## src/rtl/queue_arb_pkg.sv

```systemverilog
// Shared types and constants for the queue write-port arbiter.
package queue_arb_pkg;

  // Arbiter FSM: IDLE arbitrates freely, LOCKED serves only the packet owner.
  typedef enum logic {
    ST_IDLE   = 1'b0,
    ST_LOCKED = 1'b1
  } arb_state_t;

  localparam int DATA_W_DEFAULT = 16;
  localparam int STAT_W         = 32;

  // Saturating increment for the statistics counters.
  function automatic logic [STAT_W-1:0] sat_inc(input logic [STAT_W-1:0] v);
    return (v == {STAT_W{1'b1}}) ? v : v + 1'b1;
  endfunction

endpackage

```

## src/rtl/rr_pick.sv

```systemverilog
// Combinational round-robin priority encoder: the first eligible requester at
// or after rr_ptr (wrapping past N_REQ-1 back to 0) wins.
module rr_pick #(
  parameter int N_REQ = 4,
  parameter int IDX_W = 2
) (
  input  logic [N_REQ-1:0] eligible,
  input  logic [IDX_W-1:0] rr_ptr,
  output logic             grant_vld,
  output logic [IDX_W-1:0] grant_idx
);

  localparam int CW = IDX_W + 1;

  logic [CW-1:0] cand;

  // Walk offsets from farthest to nearest so the nearest eligible one is kept.
  always_comb begin
    grant_vld = 1'b0;
    grant_idx = '0;
    cand      = '0;
    for (int k = N_REQ - 1; k >= 0; k--) begin
      cand = {1'b0, rr_ptr} + CW'(k);
      if (cand >= CW'(N_REQ)) begin
        cand = cand - CW'(N_REQ);
      end
      if (eligible[cand[IDX_W-1:0]]) begin
        grant_vld = 1'b1;
        grant_idx = cand[IDX_W-1:0];
      end
    end
  end

endmodule

```

## src/rtl/queue_wr_arbiter.sv

```systemverilog
// Round-robin arbiter sharing the queue write port among N_REQ result
// producers. Multi-word packets keep the grant until their last word so
// records never interleave. One output word is buffered and held while the
// queue reports full.
// Optional: define QUEUE_ARB_STATS_EN to add per-requester word counters and a
// full-stall cycle counter.
module queue_wr_arbiter
  import queue_arb_pkg::*;
#(
  parameter int N_REQ  = 4,
  parameter int DATA_W = DATA_W_DEFAULT
) (
  input  logic                      clk,
  input  logic                      reset_n,
  input  logic [N_REQ-1:0]          req_valid,
  input  logic [N_REQ-1:0]          req_last,
  input  logic [N_REQ*DATA_W-1:0]   req_data,
  output logic [N_REQ-1:0]          req_ack,
  output logic [DATA_W-1:0]         wr_port,
  output logic                      wr_req,
`ifdef QUEUE_ARB_STATS_EN
  output logic [N_REQ*STAT_W-1:0]   stat_words,
  output logic [STAT_W-1:0]         stat_full_stall,
`endif
  input  logic                      q_full
);

  localparam int IDX_W = (N_REQ > 1) ? $clog2(N_REQ) : 1;

  arb_state_t        state_reg;
  logic [IDX_W-1:0]  owner_reg;
  logic [IDX_W-1:0]  rr_ptr_reg;
  logic              ob_valid_reg;
  logic [DATA_W-1:0] ob_data_reg;

  logic [N_REQ-1:0]  owner_mask;
  logic [N_REQ-1:0]  eligible;
  logic              grant_vld;
  logic [IDX_W-1:0]  grant_idx;
  logic [DATA_W-1:0] grant_data;
  logic              grant_last;
  logic [IDX_W-1:0]  rr_ptr_next;
  logic              load;
  logic              accept;

  assign wr_req  = ob_valid_reg & ~q_full;
  assign wr_port = ob_data_reg;
  // The buffer can take a word when empty or when it drains this cycle.
  assign load    = ~ob_valid_reg | wr_req;
  // Gated by reset so no ack escapes while reset is asserted.
  assign accept  = load & grant_vld & reset_n;

  // While a packet is in flight only its owner may be granted.
  always_comb begin
    owner_mask            = '0;
    owner_mask[owner_reg] = 1'b1;
    eligible              = (state_reg == ST_LOCKED) ? (req_valid & owner_mask) : req_valid;
  end

  rr_pick #(
    .N_REQ (N_REQ),
    .IDX_W (IDX_W)
  ) u_rr_pick (
    .eligible  (eligible),
    .rr_ptr    (rr_ptr_reg),
    .grant_vld (grant_vld),
    .grant_idx (grant_idx)
  );

  // Select the granted requester's word, last flag and successor pointer.
  always_comb begin
    grant_data = '0;
    for (int i = 0; i < N_REQ; i++) begin
      if (grant_idx == IDX_W'(i)) begin
        grant_data = req_data[i*DATA_W +: DATA_W];
      end
    end
    grant_last  = req_last[grant_idx];
    rr_ptr_next = (grant_idx == IDX_W'(N_REQ - 1)) ? '0 : grant_idx + 1'b1;
  end

  // Ack is one-hot on the granted requester in the cycle its word is taken.
  always_comb begin
    req_ack = '0;
    if (accept) begin
      req_ack[grant_idx] = 1'b1;
    end
  end

  // Arbitration FSM together with the output buffer and round-robin pointer.
  always_ff @(posedge clk or negedge reset_n) begin
    if (!reset_n) begin
      state_reg    <= ST_IDLE;
      owner_reg    <= '0;
      rr_ptr_reg   <= '0;
      ob_valid_reg <= 1'b0;
      ob_data_reg  <= '0;
    end else begin
      if (accept) begin
        ob_valid_reg <= 1'b1;
        ob_data_reg  <= grant_data;
        case (state_reg)
          ST_IDLE: begin
            rr_ptr_reg <= rr_ptr_next;
            if (!grant_last) begin
              state_reg <= ST_LOCKED;
              owner_reg <= grant_idx;
            end
          end
          ST_LOCKED: begin
            if (grant_last) begin
              state_reg <= ST_IDLE;
            end
          end
          default: state_reg <= ST_IDLE;
        endcase
      end else if (wr_req) begin
        // Word drained and nothing to replace it.
        ob_valid_reg <= 1'b0;
      end
    end
  end

`ifdef QUEUE_ARB_STATS_EN
  logic [STAT_W-1:0] stat_words_reg [N_REQ];
  logic [STAT_W-1:0] stat_full_stall_reg;

  generate
    for (genvar gi = 0; gi < N_REQ; gi++) begin : g_stat_words
      // Count words accepted from requester gi.
      always_ff @(posedge clk or negedge reset_n) begin
        if (!reset_n) begin
          stat_words_reg[gi] <= '0;
        end else if (req_ack[gi]) begin
          stat_words_reg[gi] <= sat_inc(stat_words_reg[gi]);
        end
      end
      assign stat_words[gi*STAT_W +: STAT_W] = stat_words_reg[gi];
    end
  endgenerate

  // Count cycles where a buffered word is blocked by a full queue.
  always_ff @(posedge clk or negedge reset_n) begin
    if (!reset_n) begin
      stat_full_stall_reg <= '0;
    end else if (ob_valid_reg && q_full) begin
      stat_full_stall_reg <= sat_inc(stat_full_stall_reg);
    end
  end

  assign stat_full_stall = stat_full_stall_reg;
`endif

endmodule

```

## config.mk

```make
export PLATFORM = sky130hd
export DESIGN_NAME = queue_wr_arbiter
export DESIGN_NICKNAME = d
export VERILOG_FILES = /design/src/rtl/queue_arb_pkg.sv /design/src/rtl/rr_pick.sv /design/src/rtl/queue_wr_arbiter.sv
export SDC_FILE = /design/constraint.sdc
export NUM_CORES = 1
export LEC_CHECK = 0
export CORE_ASPECT_RATIO = 1.5
export CORE_MARGIN = 1.5
export CORE_UTILIZATION = 43
export CTS_BUF_LIST = sky130_fd_sc_hd__clkbuf_16
export CTS_CLUSTER_SIZE = 28
export DETAILED_ROUTE_END_ITERATION = 6
export GPL_TIMING_DRIVEN = 0
export PLACE_DENSITY = 0.95
export SLEW_MARGIN = 0
export SYNTH_ARGS = -nofsm -noshare
export SYNTH_HDL_FRONTEND = slang
export SYNTH_SLANG_ARGS = --single-unit
```

## constraint.sdc

```tcl
create_clock -name clk -period 7.6 [get_ports clk]
set_clock_uncertainty 0.15 [all_clocks]
set_input_delay 1.52 -clock clk [delete_from_list [all_inputs] [get_ports clk]]
set_output_delay 1.52 -clock clk [all_outputs]
set_load 0.02 [all_outputs]
```

After elaboration in Yosys (flattened, before gate mapping)
Index checks and enable logic that the tools add are counted.
{"block": "word_totals", "inputBits": 75, "out_inout_bits": 21, "regBits": 22, "wordCells": 79}
{"block": "op_classes", "muxes": 36, "bitwise_logic": 9, "reduce_logical": 6, "n_lt_le_gt_ge": 12, "eq_ne": 3, "addsub": 8}
{"op": "two-way mux 16 bit", "n": 4}
{"op": "less-than comparator 2 x 3 -> 1 bit (second input constant)", "n": 6}
{"op": "two-way mux 2 bit", "n": 9}
{"op": "two-way mux 1 bit", "n": 14}
{"op": "binary-select mux 1 bit (select 2 bit)", "n": 5}
{"op": "greater-or-equal comparator 3 bit (second input constant)", "n": 3}
{"op": "two-way mux 4 bit", "n": 2}
{"op": "subtractor 2 x 1 -> 2 bit (second input constant)", "n": 4}
{"op": "adder 2 x 2 -> 3 bit (second input constant)", "n": 2}
{"op": "bitwise AND 4 bit", "n": 1}
{"op": "demux 1 bit (select 2 bit)", "n": 2}
{"op": "equality test 2 bit (second input constant)", "n": 2}
{"op": "greater-or-equal comparator 2 x 1 -> 1 bit (second input constant)", "n": 2}
{"op": "inverter 1 bit", "n": 4}
{"op": "adder 2 x 1 -> 3 bit (second input constant)", "n": 1}
{"op": "bitwise AND 1 bit", "n": 3}
{"op": "greater-or-equal comparator 2 x 3 -> 1 bit (second input constant)", "n": 1}
{"op": "AND reduction 3 bit", "n": 1}
{"op": "adder 2 x 1 -> 2 bit (second input constant)", "n": 1}
{"op": "equality test 2 x 1 -> 1 bit (second input constant)", "n": 1}
{"op": "logical AND 1 bit", "n": 2}
{"op": "zero test 2 bit", "n": 1}
{"op": "AND reduction 2 bit", "n": 1}
{"op": "nonzero test 2 bit", "n": 1}
{"op": "bitwise OR 1 bit", "n": 1}

Longest topological paths before layout
Gate-level depths: netlist (run 1).
{"block": "logic_depth", "depth_word": 17, "depth_mapped": 17, "mapped_depth_nobuf": 14}

Hierarchy
From an unflattened synthesis (run 1), not the netlist that was laid out.
{"block": "hier_totals", "cells_unflattened": 207, "area_unflattened_um2": 1680.4}
{"mod": "queue_wr_arbiter", "n_inst": 1, "area_each_um2": 1602.8, "seq_area_each_um2": 550.5, "cells_each": 194}
{"mod": "rr_pick", "n_inst": 1, "area_each_um2": 77.6, "seq_area_each_um2": 0.0, "cells_each": 13}

Worst setup path after synthesis (run 1)
OpenSTA, ideal clock, no wires.
{"block": "synth_timing", "kind": "input port to output port", "from": "input req_valid[0]", "to": "output req_ack[2]", "arrival_ns": 3.874, "cell_stages": 12, "t_required_ns": 5.930, "path_buffers": 3, "path_slack_ns": 2.056, "path_cell_list": "or4b_4 > o221a_2 > a2bb2oi_1 > and3_1 > or2_1 > buf_2 > inv_1 > ha_1 > clkbuf_1 > inv_1 > clkbuf_1 > nor2_1"}
{"block": "synth_via", "elab_chain_cells": 13, "elab_cells_between_ends": 26, "cone_classes": "2 x order compare; 20 x mux; 3 x bitwise; 1 x reduce/logical"}
{"element": "from (decl)", "line_no": "queue_wr_arbiter.sv:15", "text": "input logic [N_REQ-1:0] req_valid,"}
{"element": "bitwise AND 4 bit", "line_no": "queue_wr_arbiter.sv:57", "text": "eligible = (state_reg == ST_LOCKED) ? (req_valid & owner_mask) : req_valid;"}
{"element": "two-way mux 4 bit (*)", "line_no": "queue_wr_arbiter.sv:57"}
{"element": "binary-select mux 1 bit (select 2 bit)", "line_no": "rr_pick.sv:27", "text": "if (eligible[cand[IDX_W-1:0]]) begin"}
{"element": "two-way mux 1 bit (not written as such)", "line_no": "rr_pick.sv:27"}
{"element": "two-way mux 2 bit (3 in a row)", "line_no": "rr_pick.sv:27"}
{"element": "two-way mux 2 bit (*)", "line_no": "rr_pick.sv:27"}
{"element": "net grant_idx[0]", "line_no": "queue_wr_arbiter.sv:39", "text": "logic [IDX_W-1:0] grant_idx;"}
{"element": "less-than comparator 2 x 3 -> 1 bit (not written as such) or greater-or-equal comparator 2 x 1 -> 1 bit (tied branches)", "line_no": "queue_wr_arbiter.sv:86", "text": "req_ack[grant_idx] = 1'b1;"}
{"element": "logical AND 1 bit (not written as such)", "line_no": "queue_wr_arbiter.sv:86"}
{"element": "two-way mux 1 bit (not written as such)", "line_no": "queue_wr_arbiter.sv:86"}
{"element": "demux 1 bit (select 2 bit) (*)", "line_no": "queue_wr_arbiter.sv:86"}
{"element": "two-way mux 4 bit (*)", "line_no": "queue_wr_arbiter.sv:85", "text": "if (accept) begin"}
{"element": "to (decl)", "line_no": "queue_wr_arbiter.sv:18", "text": "output logic [N_REQ-1:0] req_ack,"}
Mark *: on every way through the listed nets, which the timed path passes. The rest lies on a longest branch. The select of a mux whose other input is x is not followed.

Worst setup path after layout (run 1)
Same ends and word-level chain as after synthesis.

==> flow_summary.ini, run 1 <==
[setup_path]
rr_worst_depth = 16
reg2reg_to = wr_port[5]$_DFFE_PN0P_
critPathMaxFanout = 10
critPathMaxStageDelay_ns = 0.61
crit_buf_inv = 7
path_delay_family = buffers and inverters
critPathCaptureType = output pin
crit_path_top_delay_cell = clkdlybuf4s50_1
start_kind = primary input
required_ns = 5.93
crit_chain = clkdlybuf4s50_1 -> or4b_4 -> o221ai_1 -> mux2i_1 -> and3_1 -> or2_1 -> buf_2 -> inv_1 -> ha_1 -> clkbuf_1 -> inv_1 -> clkbuf_1 -> nor2_1 -> clkdlybuf4s50_1
r2r_slack_ns = 3.60
criticalPathCategory = primary input to output pin
r2r-start = owner_reg[1]$_DFFE_PN0P_
crit_arrival_ns = 5.20

[synth]
async_flop_share = 1.00
netlist_area_mm2 = 0.00183
avgSynthCellArea_um2 = 8.15
ys.flop_type = dfrtp_1
synth_edf_count = 0
yosysSeqAreaShare = 0.300
ys_seq_elements = 22
synth_cells = 225
syn_nets = 304
yosysWarnings = 0
synth_cell_type_count = 51

[grt]
track_usage = 0.270
grt_pass1_vias = 2175
antenna_found_initial = 0
grt_pass1_wl_um = 10300
grt_overflow = 0
grt_max_degree = 25

[sta]
max_freq_mhz = 146
min_period_ns = 6.87
drv_slew = 0
setup_viol_count_final = 0
max_slew_margin = 0.319
hold_viol_final = 0
timing.final.crit_share = 0.904
finalSetupTns_ns = 0
tightest_slew_ns = 1.02
rsz0062_at_grt = false
worst_slack_ns = 0.732

[die]
dieArea_mm2 = 0.00467
die_y_um = 83.0
die_x_um = 56.3
core-area_mm2 = 0.00403
core.rowCount = 28
ios = 96
initial_core_util = 0.455

[detailed_routing]
routedWlPerCell_um = 16.0
drc = 0
dr.pass1.iters = 5
num_vias = 2156
routed_via_density = 5.84
first_iter_violations = 70
wl_um = 5900
postRouteAntennaNets = 0

[placement]
gp_congestion = 0.892
dp_hpwl_um = 4720
place_ws_ns = 0.749
portBuffers = 95

[power_and_ir_drop]
cellPowerDensity_mw_per_mm2 = 450
leakagePower_uw = 0.00119
peakVddDrop_mv = 0.370

[worst_hold_path]
hold_end = wr_port[9]$_DFFE_PN0P_
holdPathStages = 2
hp-start = wr_port[9]$_DFFE_PN0P_
hold_path.class = register to register

[outcome]
outcome = completed

[clock_network]
cts_resized = 0
numCtsBuffers = 3
cts_tree = yes
h-tree-depth = 1
postCtsHoldBufs = 0
cts_max_path_buffers = 2
clkTransAtPathRegs_ns = 0.06
insertion_delay_ns = 0.25
cts_setup_buffers = 0
cts.sinks = 22
cts_root_buffer = clkbuf_16

[final_layout]
multi_input_area_mm2 = 0.00115
area_growth_pct = 59.2
n_fill_cell = 294
diodes = 0
largest_register_ffs = 16
ff_latch_area_um2 = 551
drive_above_1_share = 0.0741
fin_nets = 404

[run]
maxCapViolCount = 0
[metal layers]
layer	wire length (um)	GRT usage	share of wire
met3	240	0.0312	0.041
met2	3180	0.487	0.54
met1	2340	0.322	0.40
met5	0	0	0
met4	143	0.0952	0.024
[power breakdown]
group	switching [uW]	internal (uW)	leakage, uW	total, uW
Clock	40.4	70.2	0.0000385	111
Combinational	564	433	0.000876	997
Sequential	34.1	171	0.000273	205
[through the flow]
step / power [uW] / cell area, um^2 / util / hold slack, ns / instances
2_1_floorplan: 888 / 1830 / - / 0.299 / 225
3_3_place_gp: 1150 / 2840 / 0.705 / 0.311 / 365
3_5_place_dp: 1180 / 2840 / 0.705 / 0.321 / 365
4_1_cts: 1300 / 2920 / 0.725 / 0.333 / 369
5_1_grt: 1450 / 2920 / 0.725 / 0.359 / 369
6_report: 1310 / 2920 / 0.725 / 0.331 / 369
[worst min-delay path: stages (launching register included)]
cell	delay, ns
dfrtp_1	0.34
nand2_1	0.04
o21ai_0	0.06
[cells in the mapped netlist (2+ instances only)]
cell type	n	area, um^2
clkbuf_1	8	30.0
nand2_1	25	93.8
ha_1	4	50.1
a21oi_1	17	85.1
mux2_2	2	22.5
o21ai_0	34	170
o22ai_1	2	12.5
nand4b_1	2	17.5
o211ai_1	2	15.0
nor3b_1	2	15.0
buf_2	4	20.0
a221o_1	15	150
mux2i_1	6	60.1
nand3_1	5	25.0
dfrtp_1	22	551
o211a_1	2	20.0
nor3b_2	2	25.0
buf_4	2	15.0
nor2_1	23	86.3
a2bb2oi_1	3	26.3
and3_1	2	12.5
buf_1	3	11.3
nand4_1	2	12.5
inv_1	6	22.5
nand4bb_1	3	33.8
o2111ai_1	2	17.5
[layout by cell type (no fill, tap or decap), types with 5 or more instances in the layout]
cell type / netlist / layout
nand3_1: 5 / 5
a21oi_1: 17 / 17
dfrtp_1: 22 / 22
clkdlybuf4s50_1: 0 / 95
clkbuf_1: 8 / 8
mux2i_1: 6 / 6
nand2_1: 25 / 25
a221o_1: 15 / 15
nor2_1: 23 / 23
inv_1: 6 / 6
o21ai_0: 34 / 34
[final cells by class]
type / count / area share
well taps: 45 / 0.0193
inverters: 7 / 0.0107
plain buffers: 19 / 0.0351
repair buffers: 95 / 0.326
clock buffers: 3 / 0.0257
multi-input cells: 177 / 0.394
clock inverters: 1 / 0.00129
flip-flops and latches: 22 / 0.189
[worst max-delay path by stage]
stage,startpoint,end,slack [ns],cells past startpoint
2_1_floorplan,req_valid[0],req_ack[2],2.06,12
3_3_place_gp,req_valid[0],req_ack[2],0.77,14
3_5_place_dp,req_valid[0],req_ack[2],0.75,14
4_1_cts,req_valid[0],req_ack[2],0.74,14
5_1_grt,req_valid[0],req_ack[2],0.43,14
6_report,req_valid[0],req_ack[2],0.73,14
[cell families after synthesis]
family                     Yosys count  synth area share
AOI/OAI and AO/OA                   87             0.322
and+or+nand+nor                     77             0.226
buffers and inverters               26            0.0730
DFF                                 22             0.300
muxes                                9            0.0512
adders and majority gates            4            0.0273
No activity file was read; power rests on OpenSTA's default activity.
==> inputs of run 2 (changes only) <==
--- a/config.mk
+++ b/config.mk
@@ -9,7 +9,7 @@
 export CORE_MARGIN = 1.5
 export CORE_UTILIZATION = 43
 export CTS_BUF_LIST = sky130_fd_sc_hd__clkbuf_16
-export CTS_CLUSTER_SIZE = 28
+export CTS_CLUSTER_SIZE = 8
 export DETAILED_ROUTE_END_ITERATION = 6
 export GPL_TIMING_DRIVEN = 0
 export PLACE_DENSITY = 0.95
==> constraint.sdc (replaced) <==
create_clock -name clk -period 7.6 [get_ports clk]
set_clock_uncertainty 0.15 [all_clocks]
set_input_delay 1.52 -clock clk [delete_from_list [all_inputs] [get_ports clk]]
set_output_delay 1.52 -clock clk [all_outputs]
set_load 0.1 [all_outputs]
==> run 2 against run 1 <==
Compared with the run above: power grew 21%; via count up 0.19%; clock-buffer cell count stayed put; maximum frequency decreased by 1.8%; hold slack hardly changed; critical path depth unchanged; cell count is the same; flip-flop and latch count unchanged; register-to-register slack barely moved; global-route usage stayed put; utilization grew 0.062 points; sequential power about the same; critical endpoint unchanged; largest power group unchanged.
==> flow_summary.ini, run 2 (same netlist as run 1, synthesis figures left out) <==
[outcome]
outcome = completed

[final_layout]
largest_register_ffs = 16
ff_latch_area_um2 = 551
diodes = 0
area_growth_pct = 59.3
drive_above_1_share = 0.0741
final_common_cell = clkdlybuf4s50_1
n_fill_cell = 293
fin_nets = 404
multi_input_area_mm2 = 0.00115
final_cell_mix = 94 x clkdlybuf4s50_1, 34 x o21ai_0, 25 x nand2_1

[sta]
min_period_ns = 6.99
max_slew_margin = 0.314
hold_ws_ns = 0.331
rsz0062_at_grt = false
timing.final.crit_share = 0.920
setup_viol_count_final = 0
tightest_slew_ns = 1.03
finalSetupTns_ns = 0
max_freq_mhz = 143
drv_slew = 0
hold_viol_final = 0

[die]
die_x_um = 56.3
core.rowCount = 28
die_y_um = 83.0
ios = 96
initial_core_util = 0.455
core-area_mm2 = 0.00403
dieArea_mm2 = 0.00467

[detailed_routing]
routed_via_density = 5.85
drc = 0
routedWlPerCell_um = 16.0
wl_um = 5920
num_vias = 2160
first_iter_violations = 73
postRouteAntennaNets = 0
dr.pass1.iters = 4

[power_and_ir_drop]
power_switching_uw = 912
p_int_uw = 673
pwr-share-clk = 0.070
power_uw = 1580
cellPowerDensity_mw_per_mm2 = 542
combinationalPowerShare = 0.801
p_sw_frac = 0.575
peakVddDrop_mv = 0.669
pwr-share-seq = 0.130
leakagePower_uw = 0.00121

[grt]
grt_use_met3 = 0.0312
track_usage = 0.270
busiest_layer = met2
grt_pass1_wl_um = 10300
grt_overflow = 0
grt_use_met1 = 0.322
antenna_found_initial = 0
globalRouteMet2Util = 0.487
grt_pass1_vias = 2175
grt_max_degree = 25

[clock_network]
cts_tree = yes
insertion_delay_ns = 0.25
cts_root_buffer = clkbuf_16
clkTransAtPathRegs_ns = 0.06
h-tree-depth = 1
numCtsBuffers = 3
cts.sinks = 22
cts_max_path_buffers = 2

[run]
maxCapViolCount = 0

[placement]
dp_hpwl_um = 4720
portBuffers = 95
gp_congestion = 0.892

[setup_path]
crit_chain = clkdlybuf4s50_1 -> or4b_4 -> o221ai_1 -> mux2i_1 -> and3_1 -> or2_1 -> buf_2 -> inv_1 -> ha_1 -> clkbuf_1 -> inv_1 -> clkbuf_1 -> nor2_1 -> dlymetal6s2s_1
crit_path_top_delay_cell = dlymetal6s2s_1
required_ns = 5.93
r2r_slack_ns = 3.60
start_kind = primary input
critPathMaxFanout = 10
critPathCaptureType = output pin
critPathMaxStageDelay_ns = 0.75
rr_worst_depth = 16
criticalPathCategory = primary input to output pin
crit_arrival_ns = 5.32

[worst_hold_path]
holdPathStages = 2
hold_path.class = register to register
[run 2: what timing repair did]
action | 4_1_cts | 5_1_grt
gates resized for setup | 0 | 1
buffers inserted | 0 | 0
setup endpoints to repair | 0 | 1
hold buffers | 0 | 0
[run 2: metrics by stage]
step                setup slack [ns]   util  instances  instance area, um^2
global placement               0.244  0.705        365                 2840
global route                   0.301  0.725        369                 2920
floorplan                       1.09      -        225                 1830
finish                         0.607  0.725        369                 2920
detailed placement             0.219  0.705        365                 2840
CTS                            0.213  0.725        369                 2920
[run 2: path summary, 6_finish.rpt]
| kind | endpoint | from |
|---|---|---|
| min in group asynchronous | owner_reg[1]$_DFFE_PN0P_ | reset_n |
| hold / removal | wr_port[9]$_DFFE_PN0P_ | wr_port[9]$_DFFE_PN0P_ |
| setup / recovery | req_ack[2] | req_valid[0] |
| hold reg to reg | wr_port[9]$_DFFE_PN0P_ | wr_port[9]$_DFFE_PN0P_ |
| max in group asynchronous | wr_port[15]$_DFFE_PN0P_ | reset_n |
| setup reg to reg | wr_port[5]$_DFFE_PN0P_ | owner_reg[1]$_DFFE_PN0P_ |
[run 2: final cells by class]
class / instances / area share
Multi-Input combinational cell: 177 / 0.393
Timing Repair Buffer: 95 / 0.326
Sequential cell: 22 / 0.188
Buffer: 19 / 0.0351
Clock buffer: 3 / 0.0257
Tap cell: 45 / 0.0193
Inverter: 7 / 0.0107
Clock inverter: 1 / 0.00128
[run 2: per-layer routing]
metal  share of wire  wire length [um]  vias up
met4           0.022               129        0
li1                -                 -     1040
met1            0.39              2340     1022
met5               0                 0        -
met2            0.54              3190       86
met3           0.045               264       12
[run 2: power groups by stage]
| stage | clock (uW) | sequential [uW] | combinational, uW |
|---|---|---|---|
| floorplan | 0 | 467 | 691 |
| global placement | 0 | 204 | 1220 |
| detailed placement | 0 | 207 | 1250 |
| CTS | 111 | 205 | 1260 |
| global route | 116 | 212 | 1390 |
| finish | 110 | 205 | 1270 |
[run 2: critical path, delay by kind of cell]
| family | cells | cell delay [ns] |
|---|---|---|
| AND/OR/NAND/NOR | 4 | 1.08 |
| buffers and inverters | 7 | 2.22 |
| AO/OA/AOI/OAI | 1 | 0.16 |
| multiplexers | 1 | 0.18 |
| adder cells (fa/ha/maj) | 1 | 0.14 |
